$ cat src/rtl/reg_file_sb_pkg.sv
// Shared sizing for the register file and its scoreboard.
// Data width, register count, address width and the register address type.
package pkg_parameters;

    localparam int XLEN    = 32;
    localparam int NUM_REG = 32;
    localparam int AW      = $clog2(NUM_REG);

    typedef logic [AW-1:0] reg_addr_t;

endpackage

$ cat src/rtl/reg_file_sb_scoreboard.sv
// reg_scoreboard: one pending bit per architectural register.
// Priority at each edge, lowest to highest:
//   hold < write clear < alloc set < flush < reset.
// Bit 0 is hard-wired to 0.
module reg_scoreboard
    import pkg_parameters::*;
#(
    parameter int NUM_REG = pkg_parameters::NUM_REG,
    parameter int NUM_WR  = 2
) (
    input  logic                       clk,
    input  logic                       rst,
    input  logic [NUM_WR-1:0]          wr_en,
    input  logic [NUM_WR-1:0][AW-1:0]  wr_addr,
    input  logic                       alloc_en,
    input  logic [AW-1:0]              alloc_addr,
    input  logic                       flush,
    output logic [NUM_REG-1:0]         busy_vec
);

    logic [NUM_REG-1:0] busy_q;
    logic [NUM_REG-1:0] busy_d;

    // Next pending state; later assignments override earlier ones.
    always_comb begin
        // NOTE: default first so every path assigns busy_d and no latch is inferred.
        busy_d = busy_q;
        for (int j = 0; j < NUM_WR; j++) begin
            if (wr_en[j]) begin
                busy_d[wr_addr[j]] = 1'b0;
            end
        end
        if (alloc_en) begin
            busy_d[alloc_addr] = 1'b1;
        end
        if (flush) begin
            busy_d = '0;
        end
        busy_d[0] = 1'b0;
    end

    // Pending-bit register with synchronous reset.
    always_ff @(posedge clk) begin
        // NOTE: non-blocking assignment for all sequential state.
        if (rst) begin
            busy_q <= '0;
        end else begin
            busy_q <= busy_d;
        end
    end

    assign busy_vec = busy_q;

endmodule

$ cat src/rtl/reg_file_sb.sv
// reg_file_sb: multi-ported register file with a pending-write scoreboard.
// x0 always reads as 0 and is never busy. When the highest-indexed write
// ports collide on one register, the highest index wins.
// Optional macro REG_FILE_BYPASS_EN: same-cycle write data is forwarded to
// matching reads; without it, reads see only stored state.
module reg_file_sb #(
    parameter int XLEN    = pkg_parameters::XLEN,
    parameter int NUM_REG = pkg_parameters::NUM_REG,
    parameter int NUM_RD  = 3,
    parameter int NUM_WR  = 2
) (
    input  logic                                     clk,
    input  logic                                     rst,
    input  logic [NUM_RD-1:0][pkg_parameters::AW-1:0] rs_addr,
    output logic [NUM_RD-1:0][XLEN-1:0]              rs_data,
    output logic [NUM_RD-1:0]                        rs_busy,
    input  logic [NUM_WR-1:0]                        wr_en,
    input  logic [NUM_WR-1:0][pkg_parameters::AW-1:0] wr_addr,
    input  logic [NUM_WR-1:0][XLEN-1:0]              wr_data,
    input  logic                                     alloc_en,
    input  logic [pkg_parameters::AW-1:0]            alloc_addr,
    input  logic                                     flush,
    output logic [NUM_REG-1:0]                       busy_vec
);

    typedef pkg_parameters::reg_addr_t reg_addr_t;

    logic [NUM_REG-1:0][XLEN-1:0] regs_q;
    logic [NUM_REG-1:0][XLEN-1:0] regs_d;

    reg_scoreboard #(
        .NUM_REG (NUM_REG),
        .NUM_WR  (NUM_WR)
    ) u_scoreboard (
        .clk        (clk),
        .rst        (rst),
        .wr_en      (wr_en),
        .wr_addr    (wr_addr),
        .alloc_en   (alloc_en),
        .alloc_addr (alloc_addr),
        .flush      (flush),
        .busy_vec   (busy_vec)
    );

    // Next register contents; ascending port order lets the highest port win.
    always_comb begin
        regs_d = regs_q;
        for (int j = 0; j < NUM_WR; j++) begin
            if (wr_en[j] && (wr_addr[j] != '0)) begin
                regs_d[wr_addr[j]] = wr_data[j];
            end
        end
        regs_d[0] = '0;
    end

    // Register array with synchronous reset.
    always_ff @(posedge clk) begin
        // NOTE: the whole array is reset because reads after reset must return 0.
        if (rst) begin
            regs_q <= '0;
        end else begin
            regs_q <= regs_d;
        end
    end

    // Combinational read ports, with optional same-cycle write forwarding.
    always_comb begin
        for (int i = 0; i < NUM_RD; i++) begin
            rs_data[i] = regs_q[rs_addr[i]];
            rs_busy[i] = busy_vec[rs_addr[i]];
`ifdef REG_FILE_BYPASS_EN
            for (int j = 0; j < NUM_WR; j++) begin
                if (wr_en[j] && (wr_addr[j] == rs_addr[i])) begin
                    rs_data[i] = wr_data[j];
                    rs_busy[i] = alloc_en && (alloc_addr == rs_addr[i]);
                end
            end
`endif
            if (rs_addr[i] == reg_addr_t'(0)) begin
                rs_data[i] = '0;
                rs_busy[i] = 1'b0;
            end
        end
    end

endmodule

$ cat config.mk
export PLATFORM = sky130hd
export DESIGN_NAME = reg_file_sb
export DESIGN_NICKNAME = d
export VERILOG_FILES = /design/src/rtl/reg_file_sb_pkg.sv /design/src/rtl/reg_file_sb_scoreboard.sv /design/src/rtl/reg_file_sb.sv
export SDC_FILE = /design/constraint.sdc
export NUM_CORES = 2
export LEC_CHECK = 0
export CAP_MARGIN = 0
export CELL_PAD_IN_SITES_DETAIL_PLACEMENT = 1
export CELL_PAD_IN_SITES_GLOBAL_PLACEMENT = 2
export CORE_MARGIN = 2
export CORE_UTILIZATION = 40
export DETAILED_ROUTE_END_ITERATION = 10
export PLACE_DENSITY_LB_ADDON = 0.05
export SYNTH_ARGS = -nofsm -noshare
export SYNTH_HDL_FRONTEND = slang
export SYNTH_SLANG_ARGS = --single-unit
$ cat constraint.sdc
create_clock -name clk -period 3.3 [get_ports clk]
set_clock_uncertainty 0.15 [all_clocks]
set_input_delay 0.66 -clock clk [delete_from_list [all_inputs] [get_ports clk]]
set_output_delay 0.66 -clock clk [all_outputs]
set_load 0.02 [all_outputs]
==> Word level (Yosys, flattened, before mapping) <==
Cells that the tools add are included.
{ "totals": {"rom_bits": 0, "latch_bits": 0, "out_inout_bits": 131, "n_memories": 0, "regBits": 1056, "mem_bits_rw": 0} }
{ "classes": {"n_reduce_logical": 11, "shifts": 0, "n_addsub": 0, "muxes": 35, "multipliers": 0, "eq_ne": 0, "div": 0, "magnitude_cmp": 9, "bitwise": 5} }
{ "ops": {"columns": ["op", "n"], "rows": [
  ["$bwmux W1024", 2],
  ["$mux W1024", 2],
  ["$bmux W32 S5", 3],
  ["$mux W32", 11],
  ["$demux W32 S5", 2],
  ["$and A32 B32 Y32", 2],
  ["$not A32 Y32", 2],
  ["$lt A5 B6 Y1 const B", 6],
  ["$or A32 B32 Y32", 1],
  ["$bmux W1 S5", 3],
  ["$demux W1 S5", 3],
  ["$ge A5 B1 Y1 const B", 3],
  ["$logic_not A5 Y1", 3],
  ["$reduce_bool A5 Y1", 2],
  ["$mux W1", 9],
  ["$logic_and A1 B1 Y1", 5],
  ["$reduce_or A2 Y1", 1]
]} }

==> Longest topological paths before layout <==
{ "logic_depth": {"ltp_word": 11, "mapped_depth": 9, "ltp_nobuf": 4} }

==> Cells and area by module <==
Synthesis repeated with hierarchy kept, for this count alone.
{ "hier_totals": {"hier_cells": 7832, "area_unflattened_um2": 70782.9} }
{ "modules_own_cells": {"columns": ["mod", "area_per_inst_um2", "seq_area_each_um2", "cells_per_inst", "instances"], "rows": [
  ["reg_file_sb", 69127.5, 19859.0, 7640, 1],
  ["reg_scoreboard", 1655.3, 620.6, 192, 1]
]} }

==> Worst setup path after synthesis <==
Ideal clock, no wire load.
{ "synth_path": {"path_kind": "input to output", "from": "in rs_addr[5] in the netlist's numbering", "to": "out rs_data[53] in the netlist's numbering", "path_buffers": 3, "path_slack_ns": 0.110, "t_arrival_ns": 2.380, "cell_stages": 7, "cell_sequence": "buf_2 -> buf_4 -> and2b_1 -> clkbuf_1 -> a221o_1 -> o211ai_1 -> a311oi_1"} }
{ "synth_lines": {"columns": ["item", "line", "text"], "rows": [
  ["start, declared", "reg_file_sb.sv:14", "input logic [NUM_RD-1:0][pkg_parameters::AW-1:0] rs_addr,"],
  ["end, declared", "reg_file_sb.sv:15", "output logic [NUM_RD-1:0][XLEN-1:0] rs_data,"]
]} }

==> flow_summary.toml <==
[status]
status = "complete, but fails checks"
violations = "setup timing"

[global_route]
antenna_found_initial = 25
grt_pass1_wl_mm = 646
grt_max_degree = 143
grtUsageTotal_pct = 51.2
grt_overflow = 0
grt_pass1_vias = 79100

[timing]
setup_tns_ns = -9.19
slew_headroom_pct = 37.1
max_freq_mhz = 279
period_minus_slack_ns = 3.59
worst_pin_slew_ns = 0.943
finalCritPeriodShare_pct = 109
finalMaxSlewViolations = 0
setup_slack_ns = -0.286
rsz0062_at_grt = "yes"
hold_viol_final = 0
setup_viol = 92

[hold_path]
hold_end = "regs_q[379]"
holdPathStages = 2
hold_class = "in2reg"
min_from = "rst"

[clock_network]
cts_max_level = 4
cts_inserted_buffers = 135
clk_latency_ns = 0.81
cts-root-buf = "clkbuf_16"
cts_tree = "yes"
path_clk_slew_ns = 0.06
clk_path_buf_depth = 3
cts.sinks = 1023
cts_hold_buf = 0

[floorplanning]
initial_core_util_pct = 40.3
die_w_um = 423
num_rows = 153
die_y_um = 423
boundaryPins = 231
core_um2 = 174000
die-area_um2 = 179000

[critical_path]
worst_setup_path_end_kind = "primary output"
cp-start-kind = "primary input"
criticalPathCategory = "in2out"
crit_required_ns = 2.49
rrSetupSlack_ns = 2.05
reg2reg_depth = 5
crit_arrival_ns = 2.78
timing.rr.start = "u_scoreboard.busy_vec[8]"
path_max_fanout = 8
r2r-end = "u_scoreboard.busy_vec[8]"

[yosys]
synth_edf_count = 0
synth_nets = 8010
synthCells = 7910
syn_area_per_cell_um2 = 8.86
yosysWarnings = 0
synth_area_leaders = "dfxtp_1 29%, mux4_2 20%, a311oi_1 12%"
ys_seq_area_share_pct = 29.2
netlist.area_leader.share_pct = 29.2
synth_flop_cell = "dfxtp_1"
synth_area_um2 = 70100
yosys_register_bits = 1023
synth.largest_area_cell = "dfxtp_1"
ys_types = 53
synth-async-reset-ratio_pct = 0

[detailed_routing]
ant_nets = 0
drtPass1Iterations = 6
drc = 0
vias = 82300
drt_iter0_markers = 14100
wl_mm = 474
via_per_inst = 7.66
wl_per_cell_um = 44.1

[placed_design]
gp_congestion = 1.03
place_hpwl_mm = 309
place.port_buffers = 229
numPlacedInstances = 10200

[power]
power_density_nw_per_um2 = 389
p_leak_nw = 32.3
p_sw_mw = 11.3
pwr-share-clk_pct = 43.6
p_int_mw = 24.8
ir_drop_v = 0.000501
power_mw = 36.1
p_seq_share_pct = 35.7
swShare_pct = 31.4
pwr-share-comb_pct = 20.7

[layout]
fin_util_pct = 53.4
layout-drive-gt1-share_pct = 32.2
fin_cells = 10700
area_delta_synth_final_pct = 32.5
nets = 8397

[flow_run]
max-cap-violations = 0
[layout make-up]
cell class / count / area [um^2]
Timing Repair Buffer: 1365 / 17100
Clock buffer: 205 / 4100
Inverter: 5 / 36.3
Antenna cell: 14 / 35.0
Sequential cell: 1023 / 20600
Fill cell: 18700 / 81100
Tap cell: 2325 / 2910
Multi-Input combinational cell: 5767 / 47700
Clock inverter: 36 / 423
[Yosys cell counts, types with 2 or more instances]
cell / instances
a32oi_1: 54
a22oi_1: 65
nand4_1: 23
inv_2: 2
a21oi_1: 33
o21a_1: 2
a211oi_1: 74
dfxtp_1: 1023
nand3_1: 532
nor2_8: 2
o221a_1: 3
mux4_2: 638
mux2_2: 170
nor3b_1: 9
and2_1: 5
nand2b_1: 57
nor2_2: 11
nor2b_1: 13
o22ai_1: 103
mux2i_1: 207
o21ai_1: 59
nand3b_1: 14
buf_1: 66
clkbuf_1: 726
a221o_1: 93
nor2_1: 1018
inv_1: 3
nor3_1: 5
nor3b_2: 4
buf_6: 12
a311oi_1: 983
and3_1: 6
nand2_1: 1229
buf_2: 247
o211ai_1: 32
mux2_1: 3
nand3b_4: 2
a221oi_1: 28
buf_4: 64
nand3_2: 2
o21ai_0: 266
and3b_1: 11
[worst max-delay path, cell delays in order]
cell     delay, ns
buf_16        0.12
buf_16        0.17
buf_16        0.16
nor2_1        0.06
and2_2        0.24
buf_12        0.16
buf_12        0.15
buf_4         0.14
a22oi_1       0.17
nand4_1       0.40
buf_6         0.29
[sequential cells by signal, summed over array words and instances, names as in the netlist]
| register | cells |
|---|---|
| u_scoreboard.busy_vec | 31 |
| regs_q | 992 |
[cell families after synthesis]
| family | after synthesis | synth area share [%] |
|---|---|---|
| AOI/OAI and AO/OA | 1798 | 20.1 |
| buffers and inverters | 1120 | 6.91 |
| DFF | 1023 | 29.2 |
| muxes | 1018 | 26.2 |
| other | 1 | 0.00535 |
| and+or+nand+nor | 2950 | 17.6 |
[routing by layer]
layer / global-route usage, % / share of wire (%) / routed length (um) / vias up
met5: 0 / 0.044 / 207 / -
met4: 38.2 / 9.1 / 43000 / 24
met3: 18.2 / 14 / 66400 / 1857
met2: 70.5 / 40 / 190000 / 7244
met1: 65.3 / 37 / 174000 / 42000
li1: - / - / - / 31100
[stage by stage]
step / instance area [um^2] / hold slack, ns / setup slack (ns)
6_report: 92900 / 0.143 / -0.286
5_1_grt: 92900 / 0.136 / -0.272
4_1_cts: 91500 / 0.0939 / -0.222
3_5_place_dp: 81200 / 0.351 / -1.34
3_3_place_gp: 81200 / 0.336 / -1.35
2_1_floorplan: 70100 / 0.324 / 0.110
[power groups by stage]
stage,sequential (mW),combinational [mW],clock (mW)
5_1_grt,12.9,7.44,16.2
6_report,12.9,7.47,15.7
2_1_floorplan,13.0,2.87,0
4_1_cts,12.9,6.95,15.7
3_3_place_gp,13.1,6.04,0
3_5_place_dp,13.1,6.10,0
[worst max path at each step]
stage / from / to / cells after the start
final: rs_addr[0] / rs_data[7] / 11
after global routing: rs_addr[0] / rs_data[7] / 11
after CTS: rs_addr[0] / rs_data[11] / 9
after detailed placement: rs_addr[14] / rs_data[69] / 12
after global placement: rs_addr[14] / rs_data[69] / 12
after floorplan: rs_addr[5] / rs_data[53] / 7
[timing repair]
action                     in CTS  in global routing
pin swaps                     147                104
buffers inserted              194                 71
gates cloned                   30                  7
hold endpoints to repair        0                  0
resized for setup             816                204
setup endpoints to repair      99                 91
[placed cells by master (no fill, tap or decap), types with 93 or more instances in the layout]
cell             count
o21ai_0            263
nor2_1            1015
nand3_1            519
buf_4              654
buf_6              136
dfxtp_1            917
a311oi_1           938
mux4_2             638
clkbuf_16          148
a221o_1             93
dfxtp_2             96
mux2i_1            203
buf_12             343
clkdlybuf4s50_1    114
nand2_1           1157
mux2_2             118
Note: power is estimated with default switching activity, not from simulation.
